## src/rtl/pll_reconf_pkg.sv

```systemverilog
// ============================================================================
//  Module   : pll_reconf_pkg
//  Brief    : Shared types and defaults for the PLL reconfiguration path.
//             The ROM side imports the same latency default so both ends
//             agree on read timing.
//  Revision : 1.0  initial release
// ============================================================================
`default_nettype none

package pll_reconf_pkg;

  localparam int unsigned DEF_CHAIN_LEN   = 144;
  localparam int unsigned DEF_ROM_LATENCY = 2;

  typedef enum logic [2:0] {
    S_IDLE    = 3'd0,
    S_READ    = 3'd1,
    S_DRAIN   = 3'd2,
    S_UPDATE  = 3'd3,
    S_WAIT_LO = 3'd4,
    S_WAIT_HI = 3'd5,
    S_ARESET  = 3'd6
  } state_e;

endpackage

`default_nettype wire

```

## src/rtl/pll_reconf_loader_if.sv

```systemverilog
// ============================================================================
//  Module   : pll_reconf_loader_if
//  Brief    : Control, ROM and PLL scan-chain signals of the reconfiguration
//             loader. master = loader side, slave = environment side.
//  Revision : 1.0  initial release
// ============================================================================
`default_nettype none

interface pll_reconf_loader_if;
  logic       start;
  logic       busy;
  logic       done;
  logic       timeout;
  logic [7:0] rom_address;
  logic       rom_read_ena;
  logic       rom_q;
  logic       scandata;
  logic       scanclkena;
  logic       configupdate;
  logic       scandone;
  logic       pll_areset;

  modport master (
    input  start, rom_q, scandone,
    output busy, done, timeout, rom_address, rom_read_ena,
           scandata, scanclkena, configupdate, pll_areset
  );

  modport slave (
    output start, rom_q, scandone,
    input  busy, done, timeout, rom_address, rom_read_ena,
           scandata, scanclkena, configupdate, pll_areset
  );
endinterface

`default_nettype wire

```

## src/rtl/pll_reconf_loader_latency_pipe.sv

```systemverilog
// ============================================================================
//  Module   : latency_pipe
//  Brief    : DEPTH-stage valid shift register; out_o is in_i delayed by
//             DEPTH clocks. DEPTH must be at least 1.
//  Revision : 1.0  initial release
// ============================================================================
`default_nettype none

module latency_pipe #(
  parameter int unsigned DEPTH = 2
) (
  input  logic clock,
  input  logic reset_n,
  input  logic in_i,
  output logic out_o
);

  logic [DEPTH-1:0] pipe_q;

  generate
    if (DEPTH == 1) begin : g_single
      // Single-stage delay
      always_ff @(posedge clock or negedge reset_n) begin
        if (!reset_n) pipe_q <= '0;
        else          pipe_q <= in_i;
      end
    end else begin : g_chain
      // Shift the valid bit toward the tail one stage per clock
      always_ff @(posedge clock or negedge reset_n) begin
        if (!reset_n) pipe_q <= '0;
        else          pipe_q <= {pipe_q[DEPTH-2:0], in_i};
      end
    end
  endgenerate

  assign out_o = pipe_q[DEPTH-1];

endmodule

`default_nettype wire

```

## src/rtl/pll_reconf_loader.sv

```systemverilog
// ============================================================================
//  Module   : pll_reconf_loader
//  Brief    : Sweeps the reconfiguration ROM, shifts one bit per address into
//             the PLL scan chain (address 0 first), pulses configupdate,
//             waits for the scandone handshake and optionally resets the PLL.
//  Revision : 1.0  initial release
// ============================================================================
`default_nettype none

module pll_reconf_loader
  import pll_reconf_pkg::*;
#(
  parameter int unsigned CHAIN_LEN     = DEF_CHAIN_LEN,
  parameter int unsigned ROM_LATENCY   = DEF_ROM_LATENCY,
  parameter int unsigned ARESET_CYCLES = 4,
  parameter int unsigned TIMEOUT       = 1023
) (
  input  logic                clock,
  input  logic                reset_n,
  pll_reconf_loader_if.master bus
);

  localparam int unsigned       TMO_W     = $clog2(TIMEOUT + 1);
  localparam int unsigned       ARS_W     = (ARESET_CYCLES > 1) ? $clog2(ARESET_CYCLES) : 1;
  localparam logic [7:0]        LAST_ADDR = 8'(CHAIN_LEN - 1);
  localparam logic [TMO_W-1:0]  TMO_MAX   = TMO_W'(TIMEOUT);
  localparam logic [ARS_W-1:0]  ARS_LAST  = ARS_W'((ARESET_CYCLES > 0) ? ARESET_CYCLES - 1 : 0);

  state_e             state_q, state_d;
  logic [7:0]         addr_q, addr_d;
  logic [TMO_W-1:0]   tmo_q, tmo_d, tmo_inc;
  logic [ARS_W-1:0]   ars_q, ars_d;
  logic               busy_q, busy_d;
  logic               done_q, done_d;
  logic               timeout_q, timeout_d;
  logic               rd_ena_q, rd_ena_d;
  logic               cfg_q, cfg_d;
  logic               areset_q, areset_d;
  logic               scandata_q, sce_q;
  logic               tail;

  // Matches the ROM read latency: tail marks the cycle rom_q is valid
  latency_pipe #(.DEPTH(ROM_LATENCY)) u_valid_pipe (
    .clock   (clock),
    .reset_n (reset_n),
    .in_i    (rd_ena_q),
    .out_o   (tail)
  );

  // Saturating increment of the handshake wait counter
  assign tmo_inc = (tmo_q == TMO_MAX) ? tmo_q : tmo_q + 1'b1;

  // Next-state and next-output decode; outputs follow the next state so
  // every port is driven straight from a flop
  always_comb begin
    state_d   = state_q;
    addr_d    = addr_q;
    tmo_d     = tmo_q;
    ars_d     = ars_q;
    done_d    = 1'b0;
    timeout_d = 1'b0;
    case (state_q)
      S_IDLE: begin
        // done/timeout high means IDLE was just entered: start is dropped
        if (bus.start && !done_q && !timeout_q) begin
          state_d = S_READ;
          addr_d  = '0;
        end
      end
      S_READ: begin
        if (addr_q == LAST_ADDR) state_d = S_DRAIN;
        else                     addr_d  = addr_q + 8'd1;
      end
      S_DRAIN: begin
        // Last bit is on the chain and nothing more is in flight
        if (sce_q && !tail) state_d = S_UPDATE;
      end
      S_UPDATE: begin
        state_d = S_WAIT_LO;
        tmo_d   = '0;
      end
      S_WAIT_LO: begin
        tmo_d = tmo_inc;
        if (!bus.scandone) begin
          state_d = S_WAIT_HI;
        end else if (tmo_inc == TMO_MAX) begin
          state_d   = S_IDLE;
          timeout_d = 1'b1;
        end
      end
      S_WAIT_HI: begin
        tmo_d = tmo_inc;
        if (bus.scandone) begin
          if (ARESET_CYCLES == 0) begin
            state_d = S_IDLE;
            done_d  = 1'b1;
          end else begin
            state_d = S_ARESET;
            ars_d   = '0;
          end
        end else if (tmo_inc == TMO_MAX) begin
          state_d   = S_IDLE;
          timeout_d = 1'b1;
        end
      end
      S_ARESET: begin
        if (ars_q == ARS_LAST) begin
          state_d = S_IDLE;
          done_d  = 1'b1;
        end else begin
          ars_d = ars_q + 1'b1;
        end
      end
      default: state_d = S_IDLE;
    endcase
    busy_d   = (state_d != S_IDLE);
    rd_ena_d = (state_d == S_READ);
    cfg_d    = (state_d == S_UPDATE);
    areset_d = (state_d == S_ARESET);
  end

  // State, counters and registered control outputs
  always_ff @(posedge clock or negedge reset_n) begin
    if (!reset_n) begin
      state_q   <= S_IDLE;
      addr_q    <= '0;
      tmo_q     <= '0;
      ars_q     <= '0;
      busy_q    <= 1'b0;
      done_q    <= 1'b0;
      timeout_q <= 1'b0;
      rd_ena_q  <= 1'b0;
      cfg_q     <= 1'b0;
      areset_q  <= 1'b0;
    end else begin
      state_q   <= state_d;
      addr_q    <= addr_d;
      tmo_q     <= tmo_d;
      ars_q     <= ars_d;
      busy_q    <= busy_d;
      done_q    <= done_d;
      timeout_q <= timeout_d;
      rd_ena_q  <= rd_ena_d;
      cfg_q     <= cfg_d;
      areset_q  <= areset_d;
    end
  end

  // Capture each valid ROM bit and present it to the scan chain
  always_ff @(posedge clock or negedge reset_n) begin
    if (!reset_n) begin
      scandata_q <= 1'b0;
      sce_q      <= 1'b0;
    end else begin
      sce_q <= tail;
      if (tail) scandata_q <= bus.rom_q;
    end
  end

  assign bus.busy         = busy_q;
  assign bus.done         = done_q;
  assign bus.timeout      = timeout_q;
  assign bus.rom_address  = addr_q;
  assign bus.rom_read_ena = rd_ena_q;
  assign bus.scandata     = scandata_q;
  assign bus.scanclkena   = sce_q;
  assign bus.configupdate = cfg_q;
  assign bus.pll_areset   = areset_q;

endmodule

`default_nettype wire

```

## src/flat_wrapper.sv

```systemverilog
// flat-port wrapper written by rule: the top's interface ports become plain ports
module pll_reconf_loader_flat import pll_reconf_pkg::*;
#(
  parameter int unsigned CHAIN_LEN     = DEF_CHAIN_LEN,
  parameter int unsigned ROM_LATENCY   = DEF_ROM_LATENCY,
  parameter int unsigned ARESET_CYCLES = 4,
  parameter int unsigned TIMEOUT       = 1023
)
  (clock, reset_n, bus_start, bus_rom_q, bus_scandone, bus_busy, bus_done, bus_timeout, bus_rom_address, bus_rom_read_ena, bus_scandata, bus_scanclkena, bus_configupdate, bus_pll_areset);
  pll_reconf_loader_if bus_i ();
  input  logic clock;
  input  logic reset_n;
  input wire logic [$bits(bus_i.start)-1:0] bus_start;
  input wire logic [$bits(bus_i.rom_q)-1:0] bus_rom_q;
  input wire logic [$bits(bus_i.scandone)-1:0] bus_scandone;
  output wire logic [$bits(bus_i.busy)-1:0] bus_busy;
  output wire logic [$bits(bus_i.done)-1:0] bus_done;
  output wire logic [$bits(bus_i.timeout)-1:0] bus_timeout;
  output wire logic [$bits(bus_i.rom_address)-1:0] bus_rom_address;
  output wire logic [$bits(bus_i.rom_read_ena)-1:0] bus_rom_read_ena;
  output wire logic [$bits(bus_i.scandata)-1:0] bus_scandata;
  output wire logic [$bits(bus_i.scanclkena)-1:0] bus_scanclkena;
  output wire logic [$bits(bus_i.configupdate)-1:0] bus_configupdate;
  output wire logic [$bits(bus_i.pll_areset)-1:0] bus_pll_areset;
  assign bus_i.start = bus_start;
  assign bus_i.rom_q = bus_rom_q;
  assign bus_i.scandone = bus_scandone;
  assign bus_busy = bus_i.busy;
  assign bus_done = bus_i.done;
  assign bus_timeout = bus_i.timeout;
  assign bus_rom_address = bus_i.rom_address;
  assign bus_rom_read_ena = bus_i.rom_read_ena;
  assign bus_scandata = bus_i.scandata;
  assign bus_scanclkena = bus_i.scanclkena;
  assign bus_configupdate = bus_i.configupdate;
  assign bus_pll_areset = bus_i.pll_areset;
  pll_reconf_loader #(.CHAIN_LEN(CHAIN_LEN), .ROM_LATENCY(ROM_LATENCY), .ARESET_CYCLES(ARESET_CYCLES), .TIMEOUT(TIMEOUT)) u_core (.clock(clock), .reset_n(reset_n), .bus(bus_i));
endmodule
```

## config.mk

```make
export PLATFORM = sky130hd
export DESIGN_NAME = pll_reconf_loader_flat
export DESIGN_NICKNAME = d
export VERILOG_FILES = /design/src/rtl/pll_reconf_pkg.sv /design/src/rtl/pll_reconf_loader_if.sv /design/src/rtl/pll_reconf_loader_latency_pipe.sv /design/src/rtl/pll_reconf_loader.sv /design/src/flat_wrapper.sv
export SDC_FILE = /design/constraint.sdc
export NUM_CORES = 1
export LEC_CHECK = 0
export ABC_AREA = 0
export BUFFER_PORTS_ARGS = -buffer_cell sky130_fd_sc_hd__buf_2
export CAP_MARGIN = 20
export CORE_ASPECT_RATIO = 1.4
export CORE_MARGIN = 5
export CORE_UTILIZATION = 37
export CTS_CLUSTER_SIZE = 30
export DETAILED_ROUTE_END_ITERATION = 12
export PLACE_DENSITY = 0.63
export SLEW_MARGIN = 30
export SYNTH_ARGS = -nofsm -noshare
export SYNTH_HDL_FRONTEND = slang
export SYNTH_SLANG_ARGS = --single-unit
```

## constraint.sdc

```tcl
create_clock -name clock -period 2.1 [get_ports clock]
set_clock_uncertainty 0.15 [all_clocks]
set_input_delay 0.315 -clock clock [delete_from_list [all_inputs] [get_ports clock]]
set_output_delay 0.315 -clock clock [all_outputs]
set_load 0.02 [all_outputs]
```

==> results of run 1 <==
[worst max-delay path, cell delays in order, from the launching register on]
cell and delay (ns):
dfrtp_1 0.41, ha_4 0.19, or3b_4 0.39, nor3_2 0.15, o21a_1 0.15, o21bai_2 0.08, nor3_2 0.22, o2111ai_1 0.15
[routing by layer]
metal | vias to the layer above | GRT usage | routed length, um
met1 | 765 | 0.175 | 1620
met2 | 34 | 0.262 | 2350
met4 | 0 | 0.0614 | 74
met3 | 8 | 0.0367 | 201
met5 | - | 0 | 0
li1 | 755 | - | -
[power groups by stage]
stage,Clock [mW],Sequential (mW),Combinational [mW]
6_report,0.619,0.987,1.17
2_1_floorplan,0,1.07,0.670
3_3_place_gp,0,0.983,1.14
3_5_place_dp,0,0.991,1.15
5_1_grt,0.658,1.02,1.32
4_1_cts,0.633,0.981,1.16
[registers in the layout (all words and copies together) (netlist names)]
| name | cells |
|---|---|
| u_core.bus.scandata | 1 |
| u_core.bus.rom_read_ena | 1 |
| u_core.ars_q | 2 |
| u_core.u_valid_pipe.pipe_q | 2 |
| u_core.bus.rom_address | 8 |
| u_core.bus.timeout | 1 |
| u_core.state_q | 3 |
| u_core.bus.done | 1 |
| u_core.bus.configupdate | 1 |
| u_core.tmo_q | 10 |
| u_core.bus.busy | 1 |
| u_core.bus.pll_areset | 1 |
| u_core.bus.scanclkena | 1 |
[worst paths after layout]
check	to	slack [ns]	depth (start not counted)
worst max-delay path	u_core.state_q[2]$_DFF_PN0_	0.08	7
max in group asynchronous	u_core.tmo_q[7]$_DFFE_PN0P_	0.80	2
worst min register to register	u_core.u_valid_pipe.pipe_q[1]$_DFF_PN0_	0.20	0
worst max register to register	u_core.state_q[2]$_DFF_PN0_	0.08	7
min in group asynchronous	u_core.u_valid_pipe.pipe_q[1]$_DFF_PN0_	0.48	2
worst min-delay path	u_core.bus.scandata$_DFFE_PN0P_	0.11	2
[through the flow]
stage | setup WS [ns] | util | hold WS [ns]
3_3_place_gp | 0.0456 | 0.449 | 0.188
2_1_floorplan | -0.0317 | - | -0.131
5_1_grt | -0.00385 | 0.487 | 0.113
3_5_place_dp | 0.00490 | 0.449 | 0.196
6_report | 0.0801 | 0.487 | 0.110
4_1_cts | 0.0130 | 0.477 | 0.109
[kinds of logic after synthesis]
kind of cell / count (synthesis) / synth area share
AO/OA/AOI/OAI: 38 / 0.131
XOR/XNOR: 7 / 0.0347
multiplexers: 5 / 0.0298
adder cells (fa/ha/maj): 3 / 0.0213
AND/OR/NAND/NOR: 92 / 0.290
flip-flops: 33 / 0.468
buffers and inverters: 11 / 0.0255
[layout by cell type (no fill, tap or decap), types with 3 or more instances in the layout]
master	instances
dfrtp_2	3
buf_4	18
nand3_1	7
buf_2	20
nor2b_1	8
xor2_1	3
nor3_1	5
and3_1	6
o21ai_0	11
dfrtp_1	30
nor2_1	24
nand4_1	3
nand2_1	18
mux2i_1	3
a21oi_1	11
clkbuf_8	6
xnor2_1	4
a31oi_1	5
[what timing repair did]
item,CTS,global route
setup buffers,0,1
endpoints found under the hold margin,33,0
endpoints found under the setup margin,1,6
hold buffers,1,0
resized for setup,1,9
pin swaps,1,5
[cell type report]
type                    instances  area [um^2]
clock buffers                   7         86.3
clock inverters                 1         30.0
fillers                       459         2350
inverters                       2         7.51
multi-input cells             145          948
flip-flops and latches         33          830
well taps                      62         77.6
repair buffers                 39          245
==> flow_summary.toml, run 1 <==
[pwr]
internal_power_mw = 1.70
power_frac_comb = 0.422
ir_worst_vdd_v = 0.000617
p_per_area_nw_per_um2 = 1250
p_switching_mw = 1.08
cellLeakagePower_nw = 1.03
seqPwrFrac = 0.355
p_clk_frac = 0.223
finalPower_mw = 2.78
switching_share = 0.388

[drt]
drt_iter0_markers = 52
ant_nets = 0
drt-total-wl_um = 4250
viasPerCell = 5.40
vias = 1562
routedWlPerCell_um = 14.7
drc = 0
first_pass_iters = 4

[floorplan]
dieHeight_um = 91.7
die_area_um2 = 6270
core-area_um2 = 4570
io_pins = 21
initial_core_util = 0.386
die_w_um = 68.4
rows = 29

[placed_design]
placedCellCount = 279
port_buffers = 20
routabilityCongestion = 0.828
post_dp_cell_area_um2 = 2050
dpl.hpwl_um = 3170

[synth]
yosys_warnings = 0
synth_commonest_cells = "dfrtp_1, nor2_1, nand2_1"
synthMostInstantiatedCell = "dfrtp_1"
yosysUniqueCellTypes = 42
synth_area_leaders = "dfrtp_1, nor2_1, nand2_1"
synth-seq-cells = 33
post_synth.cell_area_avg_um2 = 9.34
syn_inst = 189
ys_seq_area_frac = 0.468
synthArstFlopShare = 1.00
yosysTopAreaCell = "dfrtp_1"
synth_top_area_frac = 0.468
syn_nets = 197
ys.flop_type = "dfrtp_1"
synth_edf_count = 0
synthesis.area_um2 = 1770

[cts]
cts_inserted_buffers = 5
cts_sinks = 33
path_clk_slew_ns = 0.07
root_buffer = "clkbuf_8"
clk_latency_ns = 0.28
clock_path_buffers = 2
cts_max_level = 2
cts_tree = "done"

[setup_path]
path_class = "reg2reg"
crit_fanout = 3
crit_required_ns = 2.10
crit-reg2reg-launch = "u_core.tmo_q[0]$_DFFE_PN0P_"
cp_data_arrival_time_ns = 2.02
critPathLaunch = "u_core.tmo_q[0]$_DFFE_PN0P_"
cp-start-kind = "flop"
crit_path_end_kind = "flop"

[grt]
track_usage = 0.153
grt-ovfl-total = 0
antenna_found_initial = 0
grt_pass1_vias = 1580
grt_max_degree = 34
grt_pass1_wl_um = 7350

[cells_and_area]
antenna_cells = 0
syn_to_final_growth_pct = 26.0
final-instance-count-excl-fill = 289
design_area_um2 = 2220
nNetsFinal = 234
drive_above_1_share = 0.282

[hold_path]
min_from = "bus_rom_q"
min_path_type = "in2reg"

[sta]
fmax_mhz = 495
finalSetupTns_ns = 0
hold_viol = 0
maxSlewHeadroom = 0.507
period_share = 0.962
worst_pin_slew_ns = 0.739
period_needed_ns = 2.02
setup_viol = 0
maxSlewViolCount = 0

[outcome]
run_status = "finished, final reports clean"

[flow_run]
drv_cap = 0
Power figures use the tool's default switching activity.
==> inputs of run 2 (changes only) <==
--- a/config.mk
+++ b/config.mk
@@ -5,7 +5,7 @@
 export SDC_FILE = /design/constraint.sdc
 export NUM_CORES = 1
 export LEC_CHECK = 0
-export ABC_AREA = 0
+export ABC_AREA = 1
 export BUFFER_PORTS_ARGS = -buffer_cell sky130_fd_sc_hd__buf_2
 export CAP_MARGIN = 20
 export CORE_ASPECT_RATIO = 1.4
==> run 2 against run 1 <==
Compared with the run above: via count down 5.4%; synthesized area rose by 2.3%; die area increased by 2.0%; routed wire length fell by 8.2%; synthesized cell count grew 13%; critical endpoint is now u_core.bus.busy$_DFF_PN0_; sequential power decreased by 2.4%; global-route usage fell by 1.5 points; combinational power down 12%; sequential share of layout area up 1.3 points; final area decreased by 3.8%.
==> flow_summary.toml, run 2 <==
[outcome]
run_status = "finished, final reports clean"

[placed_design]
placedCellCount = 300
place_ws_ns = 0.143
dpl.hpwl_um = 2990
port_buffers = 20
routabilityCongestion = 0.894

[synth]
synth_commonest_cells = "nand2_1, dfrtp_1, nand3_1"
synth_top_area_frac = 0.457
ys.flop_type = "dfrtp_1"
synthesis.area_um2 = 1810
ys_seq_area_frac = 0.457
yosys_warnings = 0
yosysTopAreaCell = "dfrtp_1"
synth_area_leaders = "dfrtp_1, nand2_1, nand3_1"
synth-seq-cells = 33
synthArstFlopShare = 1.00
yosysUniqueCellTypes = 30
syn_nets = 221
synth_edf_count = 0
syn_inst = 213
synthMostInstantiatedCell = "nand2_1"
post_synth.cell_area_avg_um2 = 8.48

[grt]
grt_max_degree = 34
grt_pass1_wl_um = 6910
grt_pass1_vias = 1525
track_usage = 0.137
antenna_found_initial = 0
grt-ovfl-total = 0

[cells_and_area]
syn_to_final_growth_pct = 18.5
regMostFlops = "u_core.tmo_q"
mostFrequentLayoutCells = "nand2_1, dfrtp_1, nand3_1, inv_1, buf_2"
drive_above_1_share = 0.280
final-instance-count-excl-fill = 310
nNetsFinal = 253
final_core_util = 0.446
largest_register_ffs = 10
antenna_cells = 0
final_common_cell = "nand2_1"

[setup_path]
worst-r2r-cell-count = 10
crit_required_ns = 2.11
cp_data_arrival_time_ns = 1.97
critPathLaunch = "u_core.bus.rom_address[1]$_DFFE_PN0P_"
crit-reg2reg-launch = "u_core.bus.rom_address[1]$_DFFE_PN0P_"
path_class = "reg2reg"
crit_path_end_kind = "flop"
crit_fanout = 7
cp-start-kind = "flop"

[sta]
setup_viol = 0
fin_ws_ns = 0.145
fmax_mhz = 511
maxSlewHeadroom = 0.504
finalSetupTns_ns = 0
maxSlewViolCount = 0
rsz0062_at_grt = "false"
period_needed_ns = 1.96
hold_viol = 0
period_share = 0.931
worst_pin_slew_ns = 0.744

[drt]
drc = 0
drt-total-wl_um = 3900
routedWlPerCell_um = 12.6
vias = 1478
drt_iter0_markers = 66
first_pass_iters = 4
viasPerCell = 4.77
ant_nets = 0

[cts]
cts_tree = "done"
cts_sinks = 33
cts_inserted_buffers = 5
path_clk_slew_ns = 0.07
root_buffer = "clkbuf_8"
clk_latency_ns = 0.28
clock_path_buffers = 2
cts_max_level = 2

[floorplan]
die_w_um = 69.1
core-area_um2 = 4800
io_pins = 21
dieHeight_um = 92.7
rows = 30
initial_core_util = 0.376
die_area_um2 = 6400

[pwr]
ir_worst_vdd_v = 0.000649
cellLeakagePower_nw = 1.05
finalPower_mw = 2.51
p_per_area_nw_per_um2 = 1170

[hold_path]
min_from = "bus_rom_q"
worst_hold_path.num_cells = 2
min_path_type = "in2reg"

[flow_run]
drv_cap = 0
[run 2: cell count changes in the layout (fill, tap and decap cells not counted), sizes merged, moves of 3 or more]
cell   before  now
and3        6    0
nand2      18   55
a31oi       5    0
nor3        8    2
nor2b       8    0
mux2i       3    0
xnor2       4    1
nand4       5    1
nor2       24   29
nor4        3    0
inv         2   27
nand3       7   29
buf        38   24
[run 2: kinds of logic (layout without fill, tap and decap cells)]
group | after synthesis | in the layout | synth area share
compound gates | 27 | 27 | 0.0880
xor+xnor | 3 | 3 | 0.0145
fa+ha+maj | 3 | 3 | 0.0208
buf+inv | 27 | 60 | 0.0575
flops | 33 | 33 | 0.457
mux | 1 | 1 | 0.00623
simple gates | 119 | 119 | 0.356
[run 2: stage by stage]
stage | hold slack (ns) | cell area [um^2]
final | 0.111 | 2140
after global routing | 0.113 | 2140
after CTS | 0.101 | 2120
after detailed placement | 0.192 | 2010
after global placement | 0.185 | 2010
after floorplan | -0.131 | 1810
[run 2: path summary, 6_finish.rpt]
path	endpoint	slack, ns
hold / removal	u_core.bus.scandata$_DFFE_PN0P_	0.11
setup reg to reg	u_core.bus.busy$_DFF_PN0_	0.14
min in group asynchronous	u_core.bus.rom_address[1]$_DFFE_PN0P_	0.48
setup / recovery	u_core.bus.busy$_DFF_PN0_	0.14
max in group asynchronous	u_core.bus.timeout$_DFF_PN0_	0.85
hold reg to reg	u_core.u_valid_pipe.pipe_q[1]$_DFF_PN0_	0.20
[run 2: layout make-up]
class | count | area [um^2]
Inverter | 27 | 104
Sequential cell | 33 | 826
Timing Repair Buffer | 25 | 140
Multi-Input combinational cell | 153 | 890
Clock buffer | 7 | 96.3
Fill cell | 508 | 2660
Tap cell | 64 | 80.1
Clock inverter | 1 | 5.00
[run 2: critical path, stage by stage (launching register included)]
cell and delay [ns]:
dfrtp_1 0.40, ha_1 0.23, nand2_1 0.08, nor2_1 0.09, nand4_1 0.12, nand2_1 0.15, nand2_4 0.10, a211oi_1 0.25
nand2_2 0.10, nor2_2 0.08, nand3_1 0.08
[run 2: timing repair]
action / 4_1_cts / 5_1_grt
buffers inserted: 0 / 1
endpoints found under the setup margin: 0 / 2
resized for setup: 0 / 2
hold endpoints to repair: 33 / 0
hold buffers: 1 / 0
[run 2: power breakdown]
part | leakage [nW] | switching (mW) | total [mW] | internal (mW)
clock network | 0.0542 | 0.227 | 0.523 | 0.296
registers | 0.434 | 0.148 | 0.963 | 0.815
logic | 0.559 | 0.666 | 1.03 | 0.362
[run 2: routing by layer]
| layer | GRT usage | wire [um] | vias to the layer above |
|---|---|---|---|
| met4 | 0.0586 | 82 | 0 |
| met3 | 0.0293 | 105 | 6 |
| li1 | - | - | 760 |
| met2 | 0.252 | 2050 | 24 |
| met5 | 0 | 0 | - |
| met1 | 0.150 | 1660 | 688 |
==> inputs of run 3 (changes only) <==
--- a/config.mk
+++ b/config.mk
@@ -10,10 +10,11 @@
 export CAP_MARGIN = 20
 export CORE_ASPECT_RATIO = 1.4
 export CORE_MARGIN = 5
-export CORE_UTILIZATION = 37
+export CORE_UTILIZATION = 52
+export CTS_BUF_LIST = sky130_fd_sc_hd__clkbuf_4 sky130_fd_sc_hd__clkbuf_8 sky130_fd_sc_hd__clkbuf_16
 export CTS_CLUSTER_SIZE = 30
 export DETAILED_ROUTE_END_ITERATION = 12
-export PLACE_DENSITY = 0.63
+export PLACE_DENSITY = 0.81
 export SLEW_MARGIN = 30
 export SYNTH_ARGS = -nofsm -noshare
 export SYNTH_HDL_FRONTEND = slang
==> run 3 against run 2 <==
Compared with the run above: non-clock buffer count unchanged; largest power group unchanged; final cell count down 7.7%; critical path depth unchanged; routed wire length down 1.2%; combinational power about the same; critical endpoint unchanged; global-route usage up 4.5 points; final area down 0.88%; via count up 2.1%; sequential share of layout area up 0.34 points.
==> flow_summary.toml, run 3 (synthesized netlist as in run 2, its figures left out) <==
[setup_path]
reg2reg_slack_ns = 0.13
path_buf_inv = 0
crit_fanout = 8
path_class = "reg2reg"
r2r-end = "u_core.bus.busy$_DFF_PN0_"
crit-reg2reg-launch = "u_core.tmo_q[1]$_DFFE_PN0P_"
crit_path_end_kind = "flop"
crit_required_ns = 2.12
crit_family = "simple AND/OR/NAND/NOR gates"
worst-r2r-cell-count = 10
cp-start-kind = "flop"
cp_data_arrival_time_ns = 1.99
path_cells = "ha_2 > nand2_4 > nor2_8 > nand2_4 > nand2_2 > nand3_1 > nor2_1 > nand3_1 > a21oi_2 > nand3_1"
crit_path_top_delay_cell = "dfrtp_1"
critPathMaxStageDelay_ns = 0.40
cp_common_cell = "nand3_1"

[floorplan]
die_area_um2 = 4770
initial_core_util = 0.535
io_pins = 21
dieHeight_um = 79.7
core-area_um2 = 3380
die_w_um = 59.8
rows = 25

[drt]
met3_length_um = 137
vias = 1509
drc = 0
routedWlPerCell_um = 13.5
drt_iter0_markers = 63
drt-total-wl_um = 3850
wl_met2_um = 2020
viasPerCell = 5.28
first_pass_iters = 4
route.layer.met1.wl_um = 1580
ant_nets = 0
highest_layer = "met4"

[cells_and_area]
final_common_cell = "nand2_1"
nNetsFinal = 253
syn_to_final_growth_pct = 17.5
fillCellCount = 290
design_area_um2 = 2120
antenna_cells = 0
final_core_util = 0.628
regMostFlops = "u_core.tmo_q"
mostFrequentLayoutCells = "nand2_1, dfrtp_1, nand3_1, inv_1, buf_2"
drive_above_1_share = 0.285
largest_register_ffs = 10

[flow_run]
drv_cap = 0

[cts]
cts_inserted_buffers = 5
cts_max_level = 2
clock_path_buffers = 2
cts_sinks = 33
clk_latency_ns = 0.29
root_buffer = "clkbuf_8"
path_clk_slew_ns = 0.07
cts_tree = "done"

[sta]
maxSlewHeadroom = 0.515
maxSlewViolCount = 0
period_share = 0.939
period_needed_ns = 1.97
fmax_mhz = 507
finalSetupTns_ns = 0
setup_viol = 0
hold_viol = 0
whs_ns = 0.117
worst_pin_slew_ns = 0.728

[grt]
antenna_found_initial = 0
grt_pass1_vias = 1537
grt-ovfl-total = 0
grt_max_degree = 34
grt_pass1_wl_um = 6640
track_usage = 0.182

[hold_path]
worst_hold_path.num_cells = 2
hold_end = "u_core.bus.scandata$_DFFE_PN0P_"
min_path_type = "in2reg"
min_from = "bus_rom_q"

[placed_design]
port_buffers = 20
routabilityCongestion = 0.867
post_dp_cell_area_um2 = 1970
dpl.hpwl_um = 2810

[outcome]
run_status = "finished, final reports clean"

[pwr]
ir_worst_vdd_v = 0.000881
p_per_area_nw_per_um2 = 1230
cellLeakagePower_nw = 1.05
## run 3: cell types whose count changed in the layout (fill, tap and decap cells not counted)
cell / before / now
clkinv_2: 1 / 0
nand2_2: 9 / 10
bufinv_16: 0 / 1
nand2_1: 43 / 42
clkbuf_4: 0 / 1
clkbuf_8: 7 / 6
ha_4: 1 / 0
ha_2: 0 / 1
## run 3: area by class of cell
cell class / instances / area, um^2 / area share
Multi-Input combinational cell: 153 / 882 / 0.416
Sequential cell: 33 / 826 / 0.389
Timing Repair Buffer: 25 / 140 / 0.0660
Inverter: 27 / 104 / 0.0489
Clock buffer: 7 / 90.1 / 0.0425
Tap cell: 40 / 50.0 / 0.0236
Clock inverter: 1 / 30.0 / 0.0142
## run 3: worst max path at each step
stage               cells after the start  slack (ns)                        end                                  start
floorplan                              10        0.16  u_core.bus.busy$_DFF_PN0_  u_core.bus.rom_address[0]$_DFFE_PN0P_
global placement                       10        0.15  u_core.bus.busy$_DFF_PN0_            u_core.tmo_q[1]$_DFFE_PN0P_
detailed placement                     10        0.11  u_core.bus.busy$_DFF_PN0_            u_core.tmo_q[1]$_DFFE_PN0P_
CTS                                    10        0.09  u_core.bus.busy$_DFF_PN0_            u_core.tmo_q[1]$_DFFE_PN0P_
global route                           10      -0.001  u_core.bus.busy$_DFF_PN0_            u_core.tmo_q[1]$_DFFE_PN0P_
finish                                 10        0.13  u_core.bus.busy$_DFF_PN0_            u_core.tmo_q[1]$_DFFE_PN0P_
## run 3: metal layers
layer,up-vias,global-route usage
met5,-,0
met4,0,0.0909
met3,13,0.0437
met2,34,0.305
met1,703,0.211
li1,759,-
## run 3: where the power goes
group | switching (mW) | leakage, nW | total [mW] | internal, mW
Combinational | 0.663 | 0.558 | 1.02 | 0.357
Sequential | 0.139 | 0.434 | 0.954 | 0.815
Clock | 0.233 | 0.0619 | 0.632 | 0.400
## run 3: what timing repair did
item,4_1_cts,5_1_grt
hold buffers,1,0
resized for setup,0,2
setup endpoints to repair,0,2
setup buffers,0,2
hold endpoints to repair,33,0
## run 3: per-stage QoR
stage / setup WS (ns) / std cells / power (mW)
global route: -0.00126 / 286 / 2.80
detailed placement: 0.113 / 275 / 1.96
CTS: 0.0922 / 284 / 2.61
finish: 0.129 / 286 / 2.61
floorplan: 0.164 / 213 / 1.67
global placement: 0.147 / 275 / 1.93
